$ cat src/rtl/instr_deserializer_if.sv
// Byte-stream input and assembled-instruction output of the instruction deserializer.
// The master side is the CPU byte source plus the request queues; the slave side is the deserializer.
interface instr_deserializer_if #(
    parameter int ADDRW   = 24,
    parameter int OPCODEW = 2
);
    logic               in_valid;
    logic [7:0]         in_data;
    logic               in_ready;
    logic               ready_aes;
    logic               ready_sha;
    logic               valid_out;
    logic [OPCODEW-1:0] opcode;
    logic [ADDRW-1:0]   key_addr;
    logic [ADDRW-1:0]   text_addr;
    logic [ADDRW-1:0]   dest_addr;
    logic               frame_err;

    modport master (
        output in_valid, in_data, ready_aes, ready_sha,
        input  in_ready, valid_out, opcode, key_addr, text_addr, dest_addr, frame_err
    );

    modport slave (
        input  in_valid, in_data, ready_aes, ready_sha,
        output in_ready, valid_out, opcode, key_addr, text_addr, dest_addr, frame_err
    );
endinterface

$ cat src/rtl/instr_deserializer.sv
// Assembles header + three MSB-first addresses from a byte stream into one instruction
// and presents it to the AES or SHA request queue selected by opcode bit 0.
module instr_deserializer #(
    parameter int ADDRW   = 24,
    parameter int OPCODEW = 2,
    parameter int TIMEOUT = 255
) (
    input  logic                  clk,
    input  logic                  rst_n,
    instr_deserializer_if.slave   bus
);
    localparam int BPF = ADDRW / 8;
    localparam int NB  = 1 + 3 * BPF;
    localparam int CW  = $clog2(NB);
    localparam int IW  = $clog2(TIMEOUT + 1);
    localparam logic [CW-1:0] LAST = CW'(NB - 1);

    typedef enum logic [1:0] {IDLE, COLLECT, PRESENT} state_t;

    state_t             state;
    logic [CW-1:0]      byte_cnt;
    logic [IW-1:0]      idle_cnt;
    logic [IW-1:0]      idle_next;
    logic [OPCODEW-1:0] op_sh;
    logic [ADDRW-1:0]   key_sh, text_sh, dest_sh;
    logic               rdy, vld, err;
    logic [OPCODEW-1:0] op;
    logic [ADDRW-1:0]   key, text, dest;
    logic               accept, sel_ready;

    assign accept    = bus.in_valid & rdy;
    assign sel_ready = op[0] ? bus.ready_sha : bus.ready_aes;
    assign idle_next = (idle_cnt == IW'(TIMEOUT)) ? idle_cnt : idle_cnt + 1'b1;

    assign bus.in_ready  = rdy;
    assign bus.valid_out = vld;
    assign bus.frame_err = err;
    assign bus.opcode    = op;
    assign bus.key_addr  = key;
    assign bus.text_addr = text;
    assign bus.dest_addr = dest;

    // Addresses assemble in shadow registers so the visible fields only change when a
    // complete frame is presented.
    always_ff @(posedge clk or negedge rst_n) begin
        if (!rst_n) begin
            state    <= IDLE;
            byte_cnt <= '0;
            idle_cnt <= '0;
            op_sh    <= '0;
            key_sh   <= '0;
            text_sh  <= '0;
            dest_sh  <= '0;
            rdy      <= 1'b0;
            vld      <= 1'b0;
            err      <= 1'b0;
            op       <= '0;
            key      <= '0;
            text     <= '0;
            dest     <= '0;
        end else begin
            err <= 1'b0;
            case (state)
                IDLE: begin
                    rdy <= 1'b1;
                    if (accept) begin
                        idle_cnt <= '0;
                        if ((bus.in_data >> OPCODEW) == 8'd0) begin
                            op_sh    <= bus.in_data[OPCODEW-1:0];
                            byte_cnt <= CW'(1);
                            state    <= COLLECT;
                        end else begin
                            err <= 1'b1;
                        end
                    end
                end
                COLLECT: begin
                    if (accept) begin
                        idle_cnt <= '0;
                        if (byte_cnt <= CW'(BPF))
                            key_sh <= ADDRW'({key_sh, bus.in_data});
                        else if (byte_cnt <= CW'(2 * BPF))
                            text_sh <= ADDRW'({text_sh, bus.in_data});
                        else
                            dest_sh <= ADDRW'({dest_sh, bus.in_data});
                        if (byte_cnt == LAST) begin
                            // The final byte always belongs to dest; fold it in directly.
                            op       <= op_sh;
                            key      <= key_sh;
                            text     <= text_sh;
                            dest     <= ADDRW'({dest_sh, bus.in_data});
                            byte_cnt <= '0;
                            rdy      <= 1'b0;
                            vld      <= 1'b1;
                            state    <= PRESENT;
                        end else begin
                            byte_cnt <= byte_cnt + 1'b1;
                        end
                    end else begin
                        idle_cnt <= idle_next;
                        if (idle_next == IW'(TIMEOUT)) begin
                            byte_cnt <= '0;
                            err      <= 1'b1;
                            state    <= IDLE;
                        end
                    end
                end
                PRESENT: begin
                    if (sel_ready) begin
                        vld   <= 1'b0;
                        rdy   <= 1'b1;
                        state <= IDLE;
                    end
                end
                default: state <= IDLE;
            endcase
        end
    end
endmodule

$ cat src/flat_wrapper.sv
// flat-port wrapper written by rule: the top's interface ports become plain ports
module instr_deserializer_flat 
#(
    parameter int ADDRW   = 24,
    parameter int OPCODEW = 2,
    parameter int TIMEOUT = 255
)
  (clk, rst_n, bus_in_valid, bus_in_data, bus_ready_aes, bus_ready_sha, bus_in_ready, bus_valid_out, bus_opcode, bus_key_addr, bus_text_addr, bus_dest_addr, bus_frame_err);
  instr_deserializer_if #(.ADDRW(ADDRW), .OPCODEW(OPCODEW)) bus_i ();
  input  logic clk;
  input  logic rst_n;
  input wire logic [$bits(bus_i.in_valid)-1:0] bus_in_valid;
  input wire logic [$bits(bus_i.in_data)-1:0] bus_in_data;
  input wire logic [$bits(bus_i.ready_aes)-1:0] bus_ready_aes;
  input wire logic [$bits(bus_i.ready_sha)-1:0] bus_ready_sha;
  output wire logic [$bits(bus_i.in_ready)-1:0] bus_in_ready;
  output wire logic [$bits(bus_i.valid_out)-1:0] bus_valid_out;
  output wire logic [$bits(bus_i.opcode)-1:0] bus_opcode;
  output wire logic [$bits(bus_i.key_addr)-1:0] bus_key_addr;
  output wire logic [$bits(bus_i.text_addr)-1:0] bus_text_addr;
  output wire logic [$bits(bus_i.dest_addr)-1:0] bus_dest_addr;
  output wire logic [$bits(bus_i.frame_err)-1:0] bus_frame_err;
  assign bus_i.in_valid = bus_in_valid;
  assign bus_i.in_data = bus_in_data;
  assign bus_i.ready_aes = bus_ready_aes;
  assign bus_i.ready_sha = bus_ready_sha;
  assign bus_in_ready = bus_i.in_ready;
  assign bus_valid_out = bus_i.valid_out;
  assign bus_opcode = bus_i.opcode;
  assign bus_key_addr = bus_i.key_addr;
  assign bus_text_addr = bus_i.text_addr;
  assign bus_dest_addr = bus_i.dest_addr;
  assign bus_frame_err = bus_i.frame_err;
  instr_deserializer #(.ADDRW(ADDRW), .OPCODEW(OPCODEW), .TIMEOUT(TIMEOUT)) u_core (.clk(clk), .rst_n(rst_n), .bus(bus_i));
endmodule
$ cat config.mk
export PLATFORM = sky130hd
export DESIGN_NAME = instr_deserializer_flat
export DESIGN_NICKNAME = d
export VERILOG_FILES = /design/src/rtl/instr_deserializer_if.sv /design/src/rtl/instr_deserializer.sv /design/src/flat_wrapper.sv
export SDC_FILE = /design/constraint.sdc
export NUM_CORES = 1
export LEC_CHECK = 0
export CAP_MARGIN = 0
export CORE_ASPECT_RATIO = 1.5
export CORE_MARGIN = 2
export CORE_UTILIZATION = 45
export DETAILED_ROUTE_END_ITERATION = 8
export GPL_TIMING_DRIVEN = 0
export PLACE_DENSITY = 0.7
export SYNTH_ARGS = -nofsm -noshare
export SYNTH_HDL_FRONTEND = slang
export SYNTH_SLANG_ARGS = --single-unit
$ cat constraint.sdc
create_clock -name clk -period 1.8 [get_ports clk]
set_input_delay 0.27 -clock clk [delete_from_list [all_inputs] [get_ports clk]]
set_output_delay 0.27 -clock clk [all_outputs]
set_load 0.005 [all_outputs]
# Word-level counts from Yosys, hierarchy flattened
# Index checks and enable logic that the tools add are counted.
[word_totals]
regBits = 157
wordCells = 79
in_bits = 13
output_inout_bits = 77
[classes]
n_lt_le_gt_ge = 2
bitwise = 3
n_reduce_logical = 15
addsub = 2
muxes = 31
eq_ne = 12
[ops]
columns = ["op", "n"]
rows = [
  ["8-bit 2-to-1 mux", 3],
  ["4-bit 2-to-1 mux", 5],
  ["4-bit AND reduction", 5],
  ["8-bit equality test, second input constant", 2],
  ["8-bit case mux with 2 select lines", 1],
  ["2-bit 2-to-1 mux", 6],
  ["1-bit 2-to-1 mux", 11],
  ["2-bit by 1-bit != test with 1-bit output, second input constant", 5],
  ["3-bit AND reduction", 3],
  ["8-bit by 1-bit adder with 8-bit output, second input constant", 1],
  ["8-bit logical NOT", 1],
  ["4-bit case mux with 2 select lines", 1],
  ["2-bit case mux with 3 select lines", 1],
  ["5-bit AND reduction", 1],
  ["4-bit by 1-bit adder with 4-bit output, second input constant", 1],
  ["4-bit equality test, second input constant", 1],
  ["4-bit by 2-bit less-or-equal comparator with 1-bit output, second input constant", 1],
  ["4-bit by 3-bit less-or-equal comparator with 1-bit output, second input constant", 1],
  ["1-bit case mux with 2 select lines", 2],
  ["2-bit nonzero test", 2],
  ["3-bit by 1-bit != test with 1-bit output, second input constant", 1],
  ["3-bit != test, second input constant", 1],
  ["1-bit case mux with 3 select lines", 1],
  ["3-bit nonzero test", 1],
  ["6 further kinds", 7],
]

# Logic depth before layout (Yosys ltp)
# Gate-level depths: netlist of run 1.
[depth]
depth_word = 6
depth_mapped = 8
ltp_nobuf = 7

# Least setup slack after synthesis of run 1
# No wires, ideal clock.
[synth_timing]
path_kind = "register -> register"
from = "reg u_core.idle_cnt[0]"
to = "reg u_core.byte_cnt[2]"
required_time_ns = 1.669
setup_time_ns = 0.131
path_slack_ns = -0.013
period_less_slack_ns = 1.813
path_buffers = 1
stages_incl_launch_ff = 9
arrival_ns = 1.682
path_cell_list = "dfrtp_1 -> ha_1 -> buf_2 -> nor3b_1 -> a22oi_1 -> o21ai_0 -> nand4_1 -> nor3_1 -> o32ai_1"
[synth_between]
elab_chain_len = 5
word_cells_on_any_way = 6
classes_between = "1 x add/sub; 3 x eq/ne; 1 x mux; 1 x reduce/logical"
[synth_lines]
columns = ["item", "line_no", "rtl"]
rows = [
  ["from (decl)", "instr_deserializer.sv:22", "logic [IW-1:0] idle_cnt;"],
  ["from (signal assigned)", "instr_deserializer.sv:100", "idle_cnt <= idle_next;"],
  ["8-bit by 1-bit adder with 8-bit output / 8-bit equality test (equally long branches)", "instr_deserializer.sv:33", "assign idle_next = (idle_cnt == IW'(TIMEOUT)) ? idle_cnt : idle_cnt + 1'b1;"],
  ["8-bit 2-to-1 mux (*)", "instr_deserializer.sv:33", ""],
  ["8-bit equality test (*)", "instr_deserializer.sv:101", "if (idle_next == IW'(TIMEOUT)) begin"],
  ["3-bit by 1-bit != test with 1-bit output (no source line) (*)", "n/a", ""],
  ["4-bit AND reduction (no source line) (*)", "n/a", ""],
  ["to (signal assigned)", "instr_deserializer.sv:97", "byte_cnt <= byte_cnt + 1'b1;"],
  ["to (decl)", "instr_deserializer.sv:21", "logic [CW-1:0] byte_cnt;"],
]
# Mark *: on every way between the ends. The rest lies on a longest branch, timed or not.
# A chain may end at the register's enable or synchronous reset.

# Final worst setup path of run 1
[layout_timing]
from = "reg u_core.idle_cnt[0]"
to = "reg u_core.byte_cnt[1]"
# The elaborated chain is that of the path after synthesis.

==> metrics.md, run 1 <==
| Metric | Value |
|---|---|
| First DRT Iteration DRCs | `~230` |
| Final Worst Setup Slack | `-148 ps` |
| Placed wire-length estimate | `just over 9 mm` |
| WP data required | `about 2100 ps` |
| Fin crit share | `108%` |
| Failing checks | `negative setup slack` |
| Post-DP Area | `7750 µm²` |
| Ratio of cells with drive above 1 in the final layout | `39.0%` |
| Cell family with most CP delay | `compound AO/OA/AOI/OAI gates` |
| Initial antenna violation count | `0` |
| CTS tree | `built` |
| Wire length per cell | `18.0 µm` |
| Warnings, synthesis | `0` |
| Max Cap Viol | `0` |
| Pin count of the biggest net entering global routing | `92` |
| Final Util | `about three fifths` |
| CP cell instances | `ha_4 -> buf_8 -> nor3b_2 -> a31oi_1 -> o22ai_1 -> nand4_1 -> buf_6 -> o221ai_1 -> o41ai_1` |
| Worst-path fanout max | `6` |
| Commonest cells post-synth | `dfrtp_1 (157), mux2_2 (88), mux2_4 (49)` |
| Final Hold Viols | `0` |
| Core box area | `14500 µm²` |
| XOR/XNOR share of the synthesized area | `0%` |
| CTS Sinks | `157` |
| N_diodes | `0` |
| Area grow syn2layout | `31.0%` |
| PortBufs | `89` |
| Netlist cell types | `between 40 and 50` |
| Synthesized Nets | `456` |
| Remaining Overflow, GRT | `0` |
| GRT Overall Usage | `18.7%` |
| Post-synth top flop | `dfrtp_1` |
| Ports | `90` |
| Flops & latches, synth | `roughly 160` |
| Slowest cell on crit path | `dfrtp_2` |
| Relative slew slack | `58.1%` |
| DR vias | `4044` |
| Post-synth EDFFs | `0` |
| Cts bufs inserted | `17` |
| Post-DRT Antenna Nets | `0` |
| Adder-cell share of the synthesized area | `less than 1%` |
| Area share of the largest cell type after synthesis | `59.6%` |
| Leakage power | `between 4 and 5 nW` |
| Max clock buf depth | `2` |
| Post-route cell area | `8630 µm²` |
| Worst-path clk slew | `approximately 60 ps` |
| RSZ-0062 raised after global routing | `true` |
| Final Non-Filler Cells | `776` |
| Post-synthesis simple-gate area fraction | `between 5 and 6%` |
| Setup-failing EPs final | `27` |
| CP peak stage delay | `430 ps` |
| Drt pass-1 iters | `4` |
| Die width | `103 µm` |
| Global-route wire length before repair | `22.3 mm` |
| Cells after Synth | `442` |
| PwrDens | `1170 nW/µm²` |
| Final Max Tran Viols | `0` |
| Placed cells | `728` |
| Die Footprint | `15600 µm²` |
| VDD IR-drop max | `0.815 mV` |
| Initial core utilization | `45.6%` |
| Fmax | `0.513 GHz` |
| Worst-Skew Late Latency | `approximately 420 ps` |
| Vias in the first global route | `about 4.1k` |
| FFs w/ async S/R, synth | `100%` |
| Setup TNS | `-447 ps` |
| Worst hold path class | `in2reg` |
| # rows | `54` |
| Die span in y | `152 µm` |
| Area contributors post-synth | `dfrtp_1 (60%), mux2_2 (15%), mux2_4 (11%), buf_2 (1.1%), buf_6 (1.0%)` |
| GPL Wtd Cong | `0.734` |
| Wirelength, routed | `14.0 mm` |
| Startpoint types | `flip-flop` |
| Tightest Pin Transition | `628 ps` |
| CP endpoint kind | `flip-flop` |
| DR vias/cell | `5.21` |
| Status | `complete, but fails checks` |
| Yosys top cell by area | `dfrtp_1` |
| Seq/Total Area, Yosys | `between 50 and 60%` |
| Minimum clock period | `1950 ps` |
| Htree depth | `4` |
| Largest family of logic cells by synthesized area | `multiplexers` |
| Synthesized area per cell | `14.9 µm²` |
| Arrival time worst endpoint | `2240 ps` |
| Post-Syn Area | `6590 µm²` |
| Setup Crit Path Kind | `reg2reg` |
| Nets | `581` |
| Clock root buffer | `clkbuf_16` |
| WP buf/inv | `2` |
| Pre-CTS setup slack | `-583 ps` |
| Most common cell in the netlist | `dfrtp_1` |
| Synth Area in Compound Gates | `under 10%` |
| Post-synthesis mux area share | `27.0%` |
| DRC errors left | `0` |
| Final Skew | `8.41 ps` |
## final timing paths
check                                      endpoint  depth (start not counted)  slack, ps          startpoint
min in group asynchronous  u_core.bus.dest_addr[10]                          2        420               rst_n
min reg2reg                      u_core.text_sh[23]                          1        490  u_core.text_sh[23]
max in group asynchronous  u_core.bus.text_addr[11]                          3        470               rst_n
min                         u_core.bus.dest_addr[7]                          2        350      bus_in_data[7]
max                              u_core.byte_cnt[1]                          9       -150  u_core.idle_cnt[0]
max reg2reg                      u_core.byte_cnt[1]                          9       -150  u_core.idle_cnt[0]
## placed cells by master, fill, tap and decap left out, drive strengths merged, types with 5 or more instances in the layout
cell           netlist  layout
dfrtp              157     157
mux2               140     140
clkdlybuf4s50        0      85
buf                 22      38
clkbuf               3      21
inv                  9      17
nor2                16      16
nand2               15      15
o21ai               12      12
nand3               10      10
a21oi                9       9
a31oi                7       7
nand4                6       6
nor3                 5       5
## where the power goes
| group | switching, mW | leakage, nW | total [mW] | internal, mW |
|---|---|---|---|---|
| Clock | 1.56 | 0.304 | 3.79 | 2.24 |
| Sequential | 0.429 | 2.14 | 4.58 | 4.15 |
| Combinational | 0.591 | 1.78 | 1.70 | 1.11 |
## routing by layer
layer	wire (µm)	GRT usage (%)
met1	5710	23.5
met2	7470	31.5
met3	483	4.31
met4	301	6.58
met5	0	0
## repair_timing
| item | CTS | global route |
|---|---|---|
| gates resized for setup | 25 | 9 |
| endpoints found under the setup margin | 107 | 85 |
| hold endpoints to repair | 66 | 0 |
| pin swaps | 6 | 8 |
| gates cloned | 1 | 0 |
| hold buffers | 1 | 0 |
| setup buffers | 7 | 7 |
## worst reg2reg max path: cells and delay by family, from the launching register on
family / cells / cell delay, ps
AO/OA/AOI/OAI: 4 / 620
adder cells (fa/ha/maj): 1 / 170
buffers and inverters: 2 / 280
flip-flops: 1 / 430
AND/OR/NAND/NOR: 2 / 300
## flip-flops by register name, summed over array words and instances, names as in the netlist, 4 cells and up
register / flops
u_core.bus.dest_addr: 24
u_core.bus.key_addr: 24
u_core.bus.text_addr: 24
u_core.byte_cnt: 4
u_core.dest_sh: 16
u_core.idle_cnt: 8
u_core.key_sh: 24
u_core.text_sh: 24
## through the flow
step,total power [mW],hold slack [ps]
after floorplan,5.39,-25.6
final,10.1,354
after detailed placement,6.29,313
after global placement,6.22,477
after CTS,10.1,443
after global routing,10.5,366
## cell families after synthesis
kind of cell             after synthesis
buffers and inverters                 34
AND/OR/NAND/NOR                       65
multiplexers                         142
flip-flops                           157
AO/OA/AOI/OAI                         43
adder cells (fa/ha/maj)                1
## final cells by class
class                      instances  area (µm²)
clock inverter                    15         199
buffer                            25         214
inverter                           9        33.8
multi-input combinational        251        2520
sequential                       157        3930
timing repair buffer             106        1060
tap                              196         245
fill                            1152        5830
clock buffer                      17         425
Note: power is estimated with default switching activity, not from simulation.
==> run 2: changes to the inputs <==
CORE_UTILIZATION = 49   (was 45)
PLACE_DENSITY = 0.75   (was 0.7)
==> metrics.md, run 2 (same netlist as run 1, synthesis figures left out) <==
| Metric | Value |
|---|---|
| Status | `complete, but fails checks` |
| Failing checks | `negative setup slack` |
| Setup Crit Path Kind | `reg2reg` |
| Fin crit share | `103%` |
| # rows | `51` |
| Area grow syn2layout | `30.1%` |
| Nets | `582` |
| Remaining Overflow, GRT | `0` |
| Worst-Skew Late Latency | `~420 ps` |
| WP buf/inv | `2` |
| Ratio of cells with drive above 1 in the final layout | `around 40%` |
| Arrival time worst endpoint | `about 2200 ps` |
| WP data required | `2100 ps` |
| Cts bufs inserted | `17` |
| Final Worst Setup Slack | `-59.2 ps` |
| Final Util | `65.5%` |
| Worst-path fanout max | `8` |
| Initial core utilization | `50.4%` |
| Tightest Pin Transition | `approximately 510 ps` |
| Global-route wire length before repair | `23.6 mm` |
| Initial antenna violation count | `0` |
| CP cell instances | `ha_4 -> buf_8 -> nor3b_4 -> a22oi_2 -> o21ai_2 -> nand4_1 -> buf_6 -> nor3_4 -> o32ai_2` |
| Final Hold Viols | `0` |
| Startpoint types | `flip-flop` |
| Clock root buffer | `clkbuf_16` |
| Ports | `90` |
| Wirelength, routed | `14.2 mm` |
| Core box area | `13100 µm²` |
| Most frequent cells in the layout | `dfrtp_1 (156), mux2_2 (88), clkdlybuf4s50_1 (84)` |
| Setup-failing EPs final | `5` |
| DRC errors left | `0` |
| Cell family with most CP delay | `simple AND/OR/NAND/NOR gates` |
| Max Cap Viol | `0` |
| VDD IR-drop max | `1.00 mV` |
| Drt pass-1 iters | `4` |
| Fmax | `~0.54 GHz` |
| Post-route cell area | `8570 µm²` |
| Pin count of the biggest net entering global routing | `105` |
| Vias in the first global route | `4436` |
| Slowest cell on crit path | `dfrtp_1` |
| CP endpoint kind | `flip-flop` |
| GPL Wtd Cong | `about 0.72` |
| Die span in y | `146 µm` |
| RSZ-0062 raised after global routing | `true` |
| Post-DRT Antenna Nets | `0` |
| Die width | `slightly below 100 µm` |
| Minimum clock period | `roughly 1900 ps` |
| Final Skew | `7.35 ps` |
| CTS Sinks | `between 150 and 200` |
| Worst-path clk slew | `60 ps` |
| DR vias | `4095` |
| Htree depth | `4` |
| Die Footprint | `14400 µm²` |
| Placed wire-length estimate | `9.34 mm` |
| CTS tree | `built` |
| CP peak stage delay | `410 ps` |
| Final Max Tran Viols | `0` |
| Setup TNS | `-164 ps` |
| Worst hold path class | `in2reg` |
| GRT Overall Usage | `20.9%` |
| Relative slew slack | `65.8%` |
| Leakage power | `4.21 nW` |
| Max clock buf depth | `2` |
| Wire length per cell | `between 15 and 20 µm` |
| First DRT Iteration DRCs | `211` |
| Most common cell after layout, fill and taps aside | `dfrtp_1` |
| PwrDens | `around 1100 nW/µm²` |
| Post-DP Area | `around 7700 µm²` |
| DR vias/cell | `5.53` |
| PortBufs | `89` |
| N_diodes | `0` |
[run 2: worst paths after layout]
check | slack (ps) | to | startpoint | depth (start not counted)
hold reg to reg | 500 | u_core.bus.text_addr[20] | u_core.text_sh[20] | 1
setup / recovery | -60 | u_core.byte_cnt[2] | u_core.idle_cnt[1] | 9
hold / removal | 340 | u_core.bus.dest_addr[7] | bus_in_data[7] | 2
max in group asynchronous | 560 | u_core.bus.key_addr[22] | rst_n | 3
setup reg to reg | -60 | u_core.byte_cnt[2] | u_core.idle_cnt[1] | 9
min in group asynchronous | 370 | u_core.dest_sh[11] | rst_n | 2
[run 2: cell type report]
cell class	instances	area [µm²]
flip-flops and latches	157	3930
clock inverters	13	134
repair buffers	107	1060
multi-input cells	251	2550
well taps	159	199
plain buffers	25	226
clock buffers	19	443
fillers	916	4510
inverters	9	33.8
[run 2: what timing repair did]
item	4_1_cts	5_1_grt
hold endpoints to repair	53	0
hold buffers	1	0
setup buffers	9	6
pin swaps	6	10
cloned	1	0
resized for setup	22	24
setup endpoints to repair	117	102
[run 2: through the flow]
stage	power [mW]	hold slack, ps	worst slack (ps)	std cells
after floorplan	5.39	-25.6	4.81	442
after global placement	6.21	477	-5570	690
after detailed placement	6.30	261	-613	691
after CTS	9.84	382	-37.2	734
after global routing	10.3	343	-155	740
final	9.83	341	-59.2	740
[run 2: power by group]
group,internal [mW],switching (mW),leakage (nW),total (mW)
clock network,1.97,1.49,0.278,3.46
logic,1.15,0.627,1.79,1.78
registers,4.15,0.440,2.14,4.59
[run 2: routing by layer]
layer  vias to the layer above  share of wire, %  GRT usage, %
met5                         -                 0             0
met4                         0               3.7          8.15
met3                        48               3.8          5.33
met2                       117                52          35.8
met1                      2088                40          25.0
li1                       1842                 -             -
